**config.mk**
```make
export PLATFORM = sky130hd
export DESIGN_NAME = uart_tx
export DESIGN_NICKNAME = d
export VERILOG_FILES = /design/src/rtl/uart_tx_pkg.sv /design/src/rtl/uart_tx_parity_gen.sv /design/src/rtl/uart_tx.sv
export SDC_FILE = /design/constraint.sdc
export NUM_CORES = 1
export LEC_CHECK = 0
export CELL_PAD_IN_SITES_DETAIL_PLACEMENT = 0
export CELL_PAD_IN_SITES_GLOBAL_PLACEMENT = 1
export CORE_AREA = 2 2 67 69
export CTS_BUF_LIST = sky130_fd_sc_hd__clkbuf_2
export CTS_CLUSTER_SIZE = 10
export DETAILED_ROUTE_END_ITERATION = 10
export DIE_AREA = 0 0 69 71
export PLACE_DENSITY_LB_ADDON = 0.1
export SLEW_MARGIN = 20
export SYNTH_ARGS = -nofsm -noshare
export SYNTH_HDL_FRONTEND = slang
export SYNTH_SLANG_ARGS = --single-unit
```
**constraint.sdc**
```tcl
create_clock -name clk -period 1.9 [get_ports clk]
set_input_delay 0.475 -clock clk [delete_from_list [all_inputs] [get_ports clk]]
set_output_delay 0.475 -clock clk [all_outputs]
set_load 0.1 [all_outputs]
```
**src/rtl/uart_tx_pkg.sv**
```systemverilog
// Shared UART TX definitions: FSM state encoding and the parity convention
// that the RX parity checker also uses.
package uart_tx_pkg;

   typedef enum logic [2:0] {
      ST_IDLE   = 3'd0,
      ST_START  = 3'd1,
      ST_DATA   = 3'd2,
      ST_PARITY = 3'd3,
      ST_STOP   = 3'd4
   } tx_state_e;

   localparam logic PAR_EVEN = 1'b0;
   localparam logic PAR_ODD  = 1'b1;

   localparam int DWIDTH_DEF  = 8;
   localparam int PSWIDTH_DEF = 6;

endpackage

```
**src/rtl/uart_tx_parity_gen.sv**
```systemverilog
// Combinational parity over a data word; even gives ^data, odd gives ~^data.
module uart_tx_parity_gen
   import uart_tx_pkg::*;
#(
   parameter int DWIDTH = DWIDTH_DEF
) (
   input  logic [DWIDTH-1:0] i_data,
   input  logic              i_parity_type,
   output logic              o_parity
);

   function automatic logic calc_parity(input logic [DWIDTH-1:0] data, input logic ptype);
      logic w_red;
      w_red = ^data;
      if (ptype == PAR_ODD) begin
         calc_parity = ~w_red;
      end else begin
         calc_parity = w_red;
      end
   endfunction

   assign o_parity = calc_parity(i_data, i_parity_type);

endmodule

```
**src/rtl/uart_tx.sv**
```systemverilog
// UART transmit serializer: start bit, DWIDTH data bits LSB first, optional
// parity, one stop bit; every bit lasts prescale clocks (0 behaves as 1).
module uart_tx
   import uart_tx_pkg::*;
#(
   parameter int DWIDTH  = DWIDTH_DEF,
   parameter int PSWIDTH = PSWIDTH_DEF
) (
   input  logic               clk,
   input  logic               rst,
   input  logic [DWIDTH-1:0]  i_p_data,
   input  logic               i_data_valid,
   input  logic               i_parity_en,
   input  logic               i_parity_type,
   input  logic [PSWIDTH-1:0] i_prescale,
   output logic               o_tx_out,
   output logic               o_busy
);

   localparam int              BW       = (DWIDTH > 1) ? $clog2(DWIDTH) : 1;
   localparam logic [BW-1:0]   LAST_BIT = BW'(DWIDTH - 1);

   tx_state_e            r_state;
   tx_state_e            w_state_nxt;
   logic [PSWIDTH-1:0]   r_ps_cnt, w_ps_nxt, r_ps_lim;
   logic [BW-1:0]        r_bit_cnt, w_bit_nxt;
   logic [DWIDTH-1:0]    r_data;
   logic                 r_par_en, r_par_bit, r_tx_out, r_busy;
   logic                 w_par_bit, w_accept, w_last_tick, w_tx_nxt;

   uart_tx_parity_gen #(.DWIDTH(DWIDTH)) u_parity_gen (
      .i_data        (i_p_data),
      .i_parity_type (i_parity_type),
      .o_parity      (w_par_bit)
   );

   assign w_last_tick = (r_ps_cnt == r_ps_lim);

   // Next-state, counter and next-output-bit logic.
   always_comb begin
      w_state_nxt = r_state;
      w_ps_nxt    = r_ps_cnt + PSWIDTH'(1);
      w_bit_nxt   = r_bit_cnt;
      w_accept    = 1'b0;
      w_tx_nxt    = 1'b1;
      case (r_state)
         ST_IDLE: begin
            w_ps_nxt  = '0;
            w_bit_nxt = '0;
            if (i_data_valid) begin
               w_accept    = 1'b1;
               w_state_nxt = ST_START;
            end else begin
               w_state_nxt = ST_IDLE;
            end
         end
         ST_START: begin
            if (w_last_tick) begin
               w_state_nxt = ST_DATA;
               w_ps_nxt    = '0;
            end else begin
               w_state_nxt = ST_START;
            end
         end
         ST_DATA: begin
            if (w_last_tick) begin
               w_ps_nxt = '0;
               if (r_bit_cnt == LAST_BIT) begin
                  w_bit_nxt   = '0;
                  w_state_nxt = r_par_en ? ST_PARITY : ST_STOP;
               end else begin
                  w_bit_nxt   = r_bit_cnt + BW'(1);
               end
            end else begin
               w_state_nxt = ST_DATA;
            end
         end
         ST_PARITY: begin
            if (w_last_tick) begin
               w_state_nxt = ST_STOP;
               w_ps_nxt    = '0;
            end else begin
               w_state_nxt = ST_PARITY;
            end
         end
         ST_STOP: begin
            if (w_last_tick) begin
               w_state_nxt = ST_IDLE;
               w_ps_nxt    = '0;
            end else begin
               w_state_nxt = ST_STOP;
            end
         end
         default: begin
            w_state_nxt = ST_IDLE;
            w_ps_nxt    = '0;
            w_bit_nxt   = '0;
         end
      endcase

      // Output regs track the next state so the line level lines up with r_state.
      case (w_state_nxt)
         ST_START:  w_tx_nxt = 1'b0;
         ST_DATA:   w_tx_nxt = r_data[w_bit_nxt];
         ST_PARITY: w_tx_nxt = r_par_bit;
         default:   w_tx_nxt = 1'b1;
      endcase
   end

   // State, counters and registered outputs.
   always_ff @(posedge clk or negedge rst) begin
      if (!rst) begin
         r_state   <= ST_IDLE;
         r_ps_cnt  <= '0;
         r_bit_cnt <= '0;
         r_tx_out  <= 1'b1;
         r_busy    <= 1'b0;
      end else begin
         r_state   <= w_state_nxt;
         r_ps_cnt  <= w_ps_nxt;
         r_bit_cnt <= w_bit_nxt;
         r_tx_out  <= w_tx_nxt;
         r_busy    <= (w_state_nxt != ST_IDLE);
      end
   end

   // Shadow copy of the request, taken only at acceptance.
   always_ff @(posedge clk or negedge rst) begin
      if (!rst) begin
         r_data    <= '0;
         r_par_en  <= 1'b0;
         r_par_bit <= 1'b0;
         r_ps_lim  <= '0;
      end else if (w_accept) begin
         r_data    <= i_p_data;
         r_par_en  <= i_parity_en;
         r_par_bit <= w_par_bit;
         r_ps_lim  <= (i_prescale == '0) ? '0 : (i_prescale - PSWIDTH'(1));
      end else begin
         r_data    <= r_data;
         r_par_en  <= r_par_en;
         r_par_bit <= r_par_bit;
         r_ps_lim  <= r_ps_lim;
      end
   end

   assign o_tx_out = r_tx_out;
   assign o_busy   = r_busy;

endmodule

```
# ---- Word-level counts from Yosys, hierarchy flattened
# Cells that the tools add are included.
dict set report op_classes {
  n_mux 20
  eq_ne 9
  n_reduce_logical 6
  order_cmp 1
  n_addsub 3
  bitwise 1
}
# cell n
set ops {}
lappend ops {{$mux W3} 7}
lappend ops {{$mux W6} 3}
lappend ops {{$pmux W3 S5} 1}
lappend ops {{$eq A3 B2 Y1 const B} 4}
lappend ops {{$reduce_xor A8 Y1} 1}
lappend ops {{$add A6 B1 Y6 const B} 1}
lappend ops {{$eq A3 B1 Y1 const B} 2}
lappend ops {{$eq A3 B3 Y1 const B} 2}
lappend ops {{$eq A6 B6 Y1} 1}
lappend ops {{$logic_not A6 Y1} 1}
lappend ops {{$pmux W3 S2} 1}
lappend ops {{$sub A6 B1 Y6 const B} 1}
lappend ops {{$mux W1} 5}
lappend ops {{$lt A3 B4 Y1 const B} 1}
lappend ops {{$reduce_or A4 Y1} 1}
lappend ops {{$add A3 B1 Y3 const B} 1}
lappend ops {{$bmux W1 S3} 1}
lappend ops {{$logic_not A3 Y1} 1}
lappend ops {{$pmux W1 S3} 1}
lappend ops {{$reduce_bool A3 Y1} 1}
lappend ops {{$reduce_or A3 Y1} 1}
lappend ops {{$mux W2} 1}
lappend ops {{$not A1 Y1} 1}
dict set report word_totals {
  output_inout_bits 2
  ff_bits 30
}

# ---- Longest topological paths before layout
dict set report depth {
  word_depth 7
  mapped_depth 9
  mapped_depth_nobuf 8
}

# ---- Hierarchy
# Synthesis repeated with hierarchy kept, for this count alone.
dict set report unflattened {
  hier_cells 170
  area_unflattened_um2 1640.3
}
# mod cells_per_inst area_each_um2 n_inst seq_area_each_um2
set by_module_without_submodules {}
lappend by_module_without_submodules {uart_tx 163 1557.7 1 752.0}
lappend by_module_without_submodules {uart_tx_parity_gen 7 82.6 1 0.0}

# ---- Worst setup path after synthesis
# No wires, ideal clock.
dict set report synth_timing {
  path_kind {reg-to-reg}
  start {register r_bit_cnt[0]}
  end {register r_tx_out (netlist: o_tx_out)}
  slack_ns -0.065
  setup_ns 0.090
  period_less_slack_ns 1.965
  path_stages_with_launch 9
  n_path_buf 0
  t_arrival_ns 1.875
  cell_sequence {dfrtp_1 ha_1 or4b_4 nor4_2 nand3b_4 mux2i_1 mux2i_1 mux2i_1 a31oi_1}
}
dict set report synth_via {
  elab_chain_cells 7
  word_cells_on_any_way 14
  classes_between {add/sub: 1; eq/ne: 4; mux: 9}
}
# item line
set synth_lines {}
lappend synth_lines {{from (decl)} uart_tx.sv:26} ;# logic [BW-1:0] r_bit_cnt, w_bit_nxt;
lappend synth_lines {{from (signal assigned)} uart_tx.sv:121} ;# r_bit_cnt <= w_bit_nxt;
lappend synth_lines {{$add A3 B1 Y3 / $eq A3 B3 Y1 (equally long branches)} {uart_tx.sv:72, uart_tx.sv:68}}
lappend synth_lines {{$mux W3 *} uart_tx.sv:68} ;# if (r_bit_cnt == LAST_BIT) begin
lappend synth_lines {{$mux W3 *} uart_tx.sv:66} ;# if (w_last_tick) begin
lappend synth_lines {{$pmux W3 S2 *} uart_tx.sv:46} ;# case (r_state)
lappend synth_lines {{named net w_bit_nxt[1]} uart_tx.sv:26}
lappend synth_lines {{$bmux W1 S3 *} uart_tx.sv:104} ;# ST_DATA: w_tx_nxt = r_data[w_bit_nxt];
lappend synth_lines {{$mux W1 (implied by the code) *} uart_tx.sv:104}
lappend synth_lines {{$pmux W1 S3 *} uart_tx.sv:102} ;# case (w_state_nxt)
lappend synth_lines {{named net w_tx_nxt} uart_tx.sv:29} ;# logic w_par_bit, w_accept, w_last_tick, w_tx_nxt;
lappend synth_lines {{to (signal assigned)} uart_tx.sv:122} ;# r_tx_out <= w_tx_nxt;
lappend synth_lines {{to (decl)} uart_tx.sv:28} ;# logic r_par_en, r_par_bit, r_tx_out, r_busy;
# Mark *: on every way through the listed nets, which the timed path passes. The rest lies on a longest branch. The select of a mux whose other input is x is not followed.
# A chain may end at the register's enable or synchronous reset.

# ---- Worst setup path after layout
# Ends and elaborated chain as after synthesis.

==> results.cfg <==
[worst_setup_path]
reg2reg_depth = 8
critPathKind = reg -> reg
crit_path_cell_trace = ha_1 > or4b_4 > nor4_4 > nand3b_4 > mux2i_1 > mux2i_1 > mux2i_1 > a31oi_1
regToRegSetupSlack_ns = -0.21
crit_path_max_incr_delay_ns = 0.48
cp-start-kind = flop
cp_common_cell = mux2i_1
path_depth = 8
cp_num_buf_inv = 0
crit_start = r_bit_cnt[0]
worst_ep_required_time_ns = 2.20
end_kind = flop
rr_startpoint = r_bit_cnt[0]
timing.rr.end = o_tx_out
critPathArrivalTime_ns = 2.41
critPathTopFamily = simple AND/OR/NAND/NOR gates
worst-path-max-fanout = 5
endpoint = o_tx_out
crit_slowest_cell = or4b_4

[clocking]
cts_buffers = 5
h-tree-depth = 2
path_clk_slew_ns = 0.16
clk_path_buf_depth = 2
cts_sinks = 30
hold_buffers = 0
cts_tree = yes
clock_latency_ns = 0.36
cts-root-buf = clkbuf_2

[detailed_routing]
ant_nets = 0
dr.pass1.iters = 4
routed_wl_mm = 3.29
wl_per_cell_um = 12.8
drt_iter0_markers = 42
drc = 0
viasPerCell = 4.79
vias = 1230

[timing]
setup_viol = 2
fin_crit_ns = 2.11
fin_skew_ns = 0.0192
fin_ws_ns = -0.211
fin_crit_sh_pct = 111
fmax_mhz = 474
tightest_slew_ns = 0.452
slew_headroom_pct = 69.8
drv_slew = 0
setup_tns_ns = -0.297
rsz0062_at_grt = true
hold_viol = 0

[global_route]
grt_max_degree = 31
grt_overflow = 0
grt_pass1_wl_mm = 6.02
met3_usage_pct = 4.13
antenna_found_initial = 0
grt_use_met2_pct = 26.0
grtUsageTotal_pct = 15.5
grt.busiest_layer = met2
use_met1_pct = 19.2
grt_pass1_vias = 1327

[placement]
globalplace.congestion = 0.764
dp_slack_ns = -0.233
dp_hpwl_mm = 2.49
portBuffers = 20

[die]
num_rows = 24
dieHeight_um = 71
die_w_um = 69
ioPinCount = 21
core_area_um2 = 4200
start_util_pct = 38.7
die_area_um2 = 4900

[synth]
synth_cells = 150
synth_top_flop_cell = dfrtp_1
syn_nets = 174
yosysTopAreaCell = dfrtp_1
async_flop_share_pct = 100
yosys.area.top_type_share_pct = 44.6
synth.distinct_cells = 36
synth-edff-count = 0
ys_seq_area_share_pct = 46.2
avgSynthCellArea_um2 = 10.9
ys_seq_elements = 30
synth.area.top_cells = dfrtp_1, xnor2_1, mux2_2
yosysMostFrequentCell = dfrtp_1
syn-cell-area_um2 = 1630
ys_warn_count = 0
netlist_top_cells_count = dfrtp_1, xnor2_1, nand2_1

[layout]
finalNetCount = 228
area_delta_synth_final_pct = 34.2
antennaDiodeCount = 0
final_util_pct = 52.0
drive_above_1_share_pct = 28.8
n_fill_cell = 404

[job]
cap_violations = 0

[power]
power_leakage_nw = 0.965
power_density_nw_per_um2 = 1430
peakVddDrop_mv = 0.570

[run_status]
violations = setup timing
status = finished, violations left

[min_path]
min_path_type = in -> async
state kept, by name, indices dropped and copies added (netlist names):
name       count
r_state        3
r_par_bit      1
r_data         8
r_par_en       1
r_ps_lim       6
r_bit_cnt      3
r_ps_cnt       6
o_busy         1
o_tx_out       1
area by class of cell:
type | instances | area, um2 | share of cell area [%]
Sequential cell | 30 | 752 | 34.4
Inverter | 5 | 18.8 | 0.859
Multi-Input combinational cell | 112 | 865 | 39.6
Clock buffer | 6 | 30.0 | 1.37
Clock inverter | 2 | 8.76 | 0.401
Tap cell | 52 | 65.1 | 2.98
Timing Repair Buffer | 50 | 445 | 20.4
logic make-up (layout without fill, tap and decap cells):
| family | count (synthesis) | in the layout | synth area share (%) |
|---|---|---|---|
| compound gates | 21 | 21 | 8.76 |
| xor+xnor | 22 | 22 | 11.8 |
| fa+ha+maj | 5 | 5 | 3.84 |
| buf+inv | 8 | 63 | 1.92 |
| flops | 30 | 30 | 46.2 |
| mux | 19 | 19 | 12.5 |
| simple gates | 45 | 45 | 15.0 |
cells in the final DEF (no fill, tap or decap), types with 2 or more instances in the layout:
master,count
a21oi_1,2
buf_12,2
buf_4,30
clkbuf_2,6
clkdlybuf4s50_1,18
dfrtp_1,29
ha_1,5
inv_1,4
mux2_2,9
mux2i_1,9
nand2_1,15
nand3_1,2
nor2_1,13
nor2b_1,3
nor3_1,2
o21ai_0,10
xnor2_1,17
xor2_1,5
repair_timing:
| action | in CTS | in global routing |
|---|---|---|
| gates resized for setup | 3 | 1 |
| endpoints found under the setup margin | 2 | 3 |
| pin swaps | 3 | 8 |
| buffers inserted | 3 | 3 |
worst reg2reg max path, stage by stage, from the launching register on:
cell and delay (ns):
dfrtp_1 0.41, ha_1 0.29, or4b_4 0.48, nor4_4 0.14, nand3b_4 0.21, mux2i_1 0.21
mux2i_1 0.10, mux2i_1 0.14, a31oi_1 0.10
how the worst min path moves through the flow:
stage / start / endpoint / slack, ns
finish: rst / r_ps_cnt[3] / 0.49
global route: rst / r_ps_cnt[3] / 0.48
CTS: rst / r_ps_cnt[3] / 0.48
detailed placement: r_par_bit / r_par_bit / 0.48
global placement: r_par_bit / r_par_bit / 0.48
floorplan: rst / o_busy / 0.18
layer usage:
layer	vias to the layer above	routed length, um
li1	623	-
met3	9	127
met1	574	1500
met2	24	1600
met4	0	73
met5	-	0
report_power, final:
group | internal [mW] | switching, mW
registers | 0.916 | 0.175
logic | 0.888 | 0.842
clock network | 0.0904 | 0.219
through the flow:
step                      area [um2]  cells  power [mW]  hold slack [ns]
after detailed placement        2080    243        2.73            0.483
after global placement          2080    243        2.68            0.477
final                           2180    257        3.13            0.488
after CTS                       2150    254        3.11            0.483
after floorplan                 1630    150        2.10            0.179
after global routing            2180    257        3.40            0.483
(Power assumes the default switching activity.)
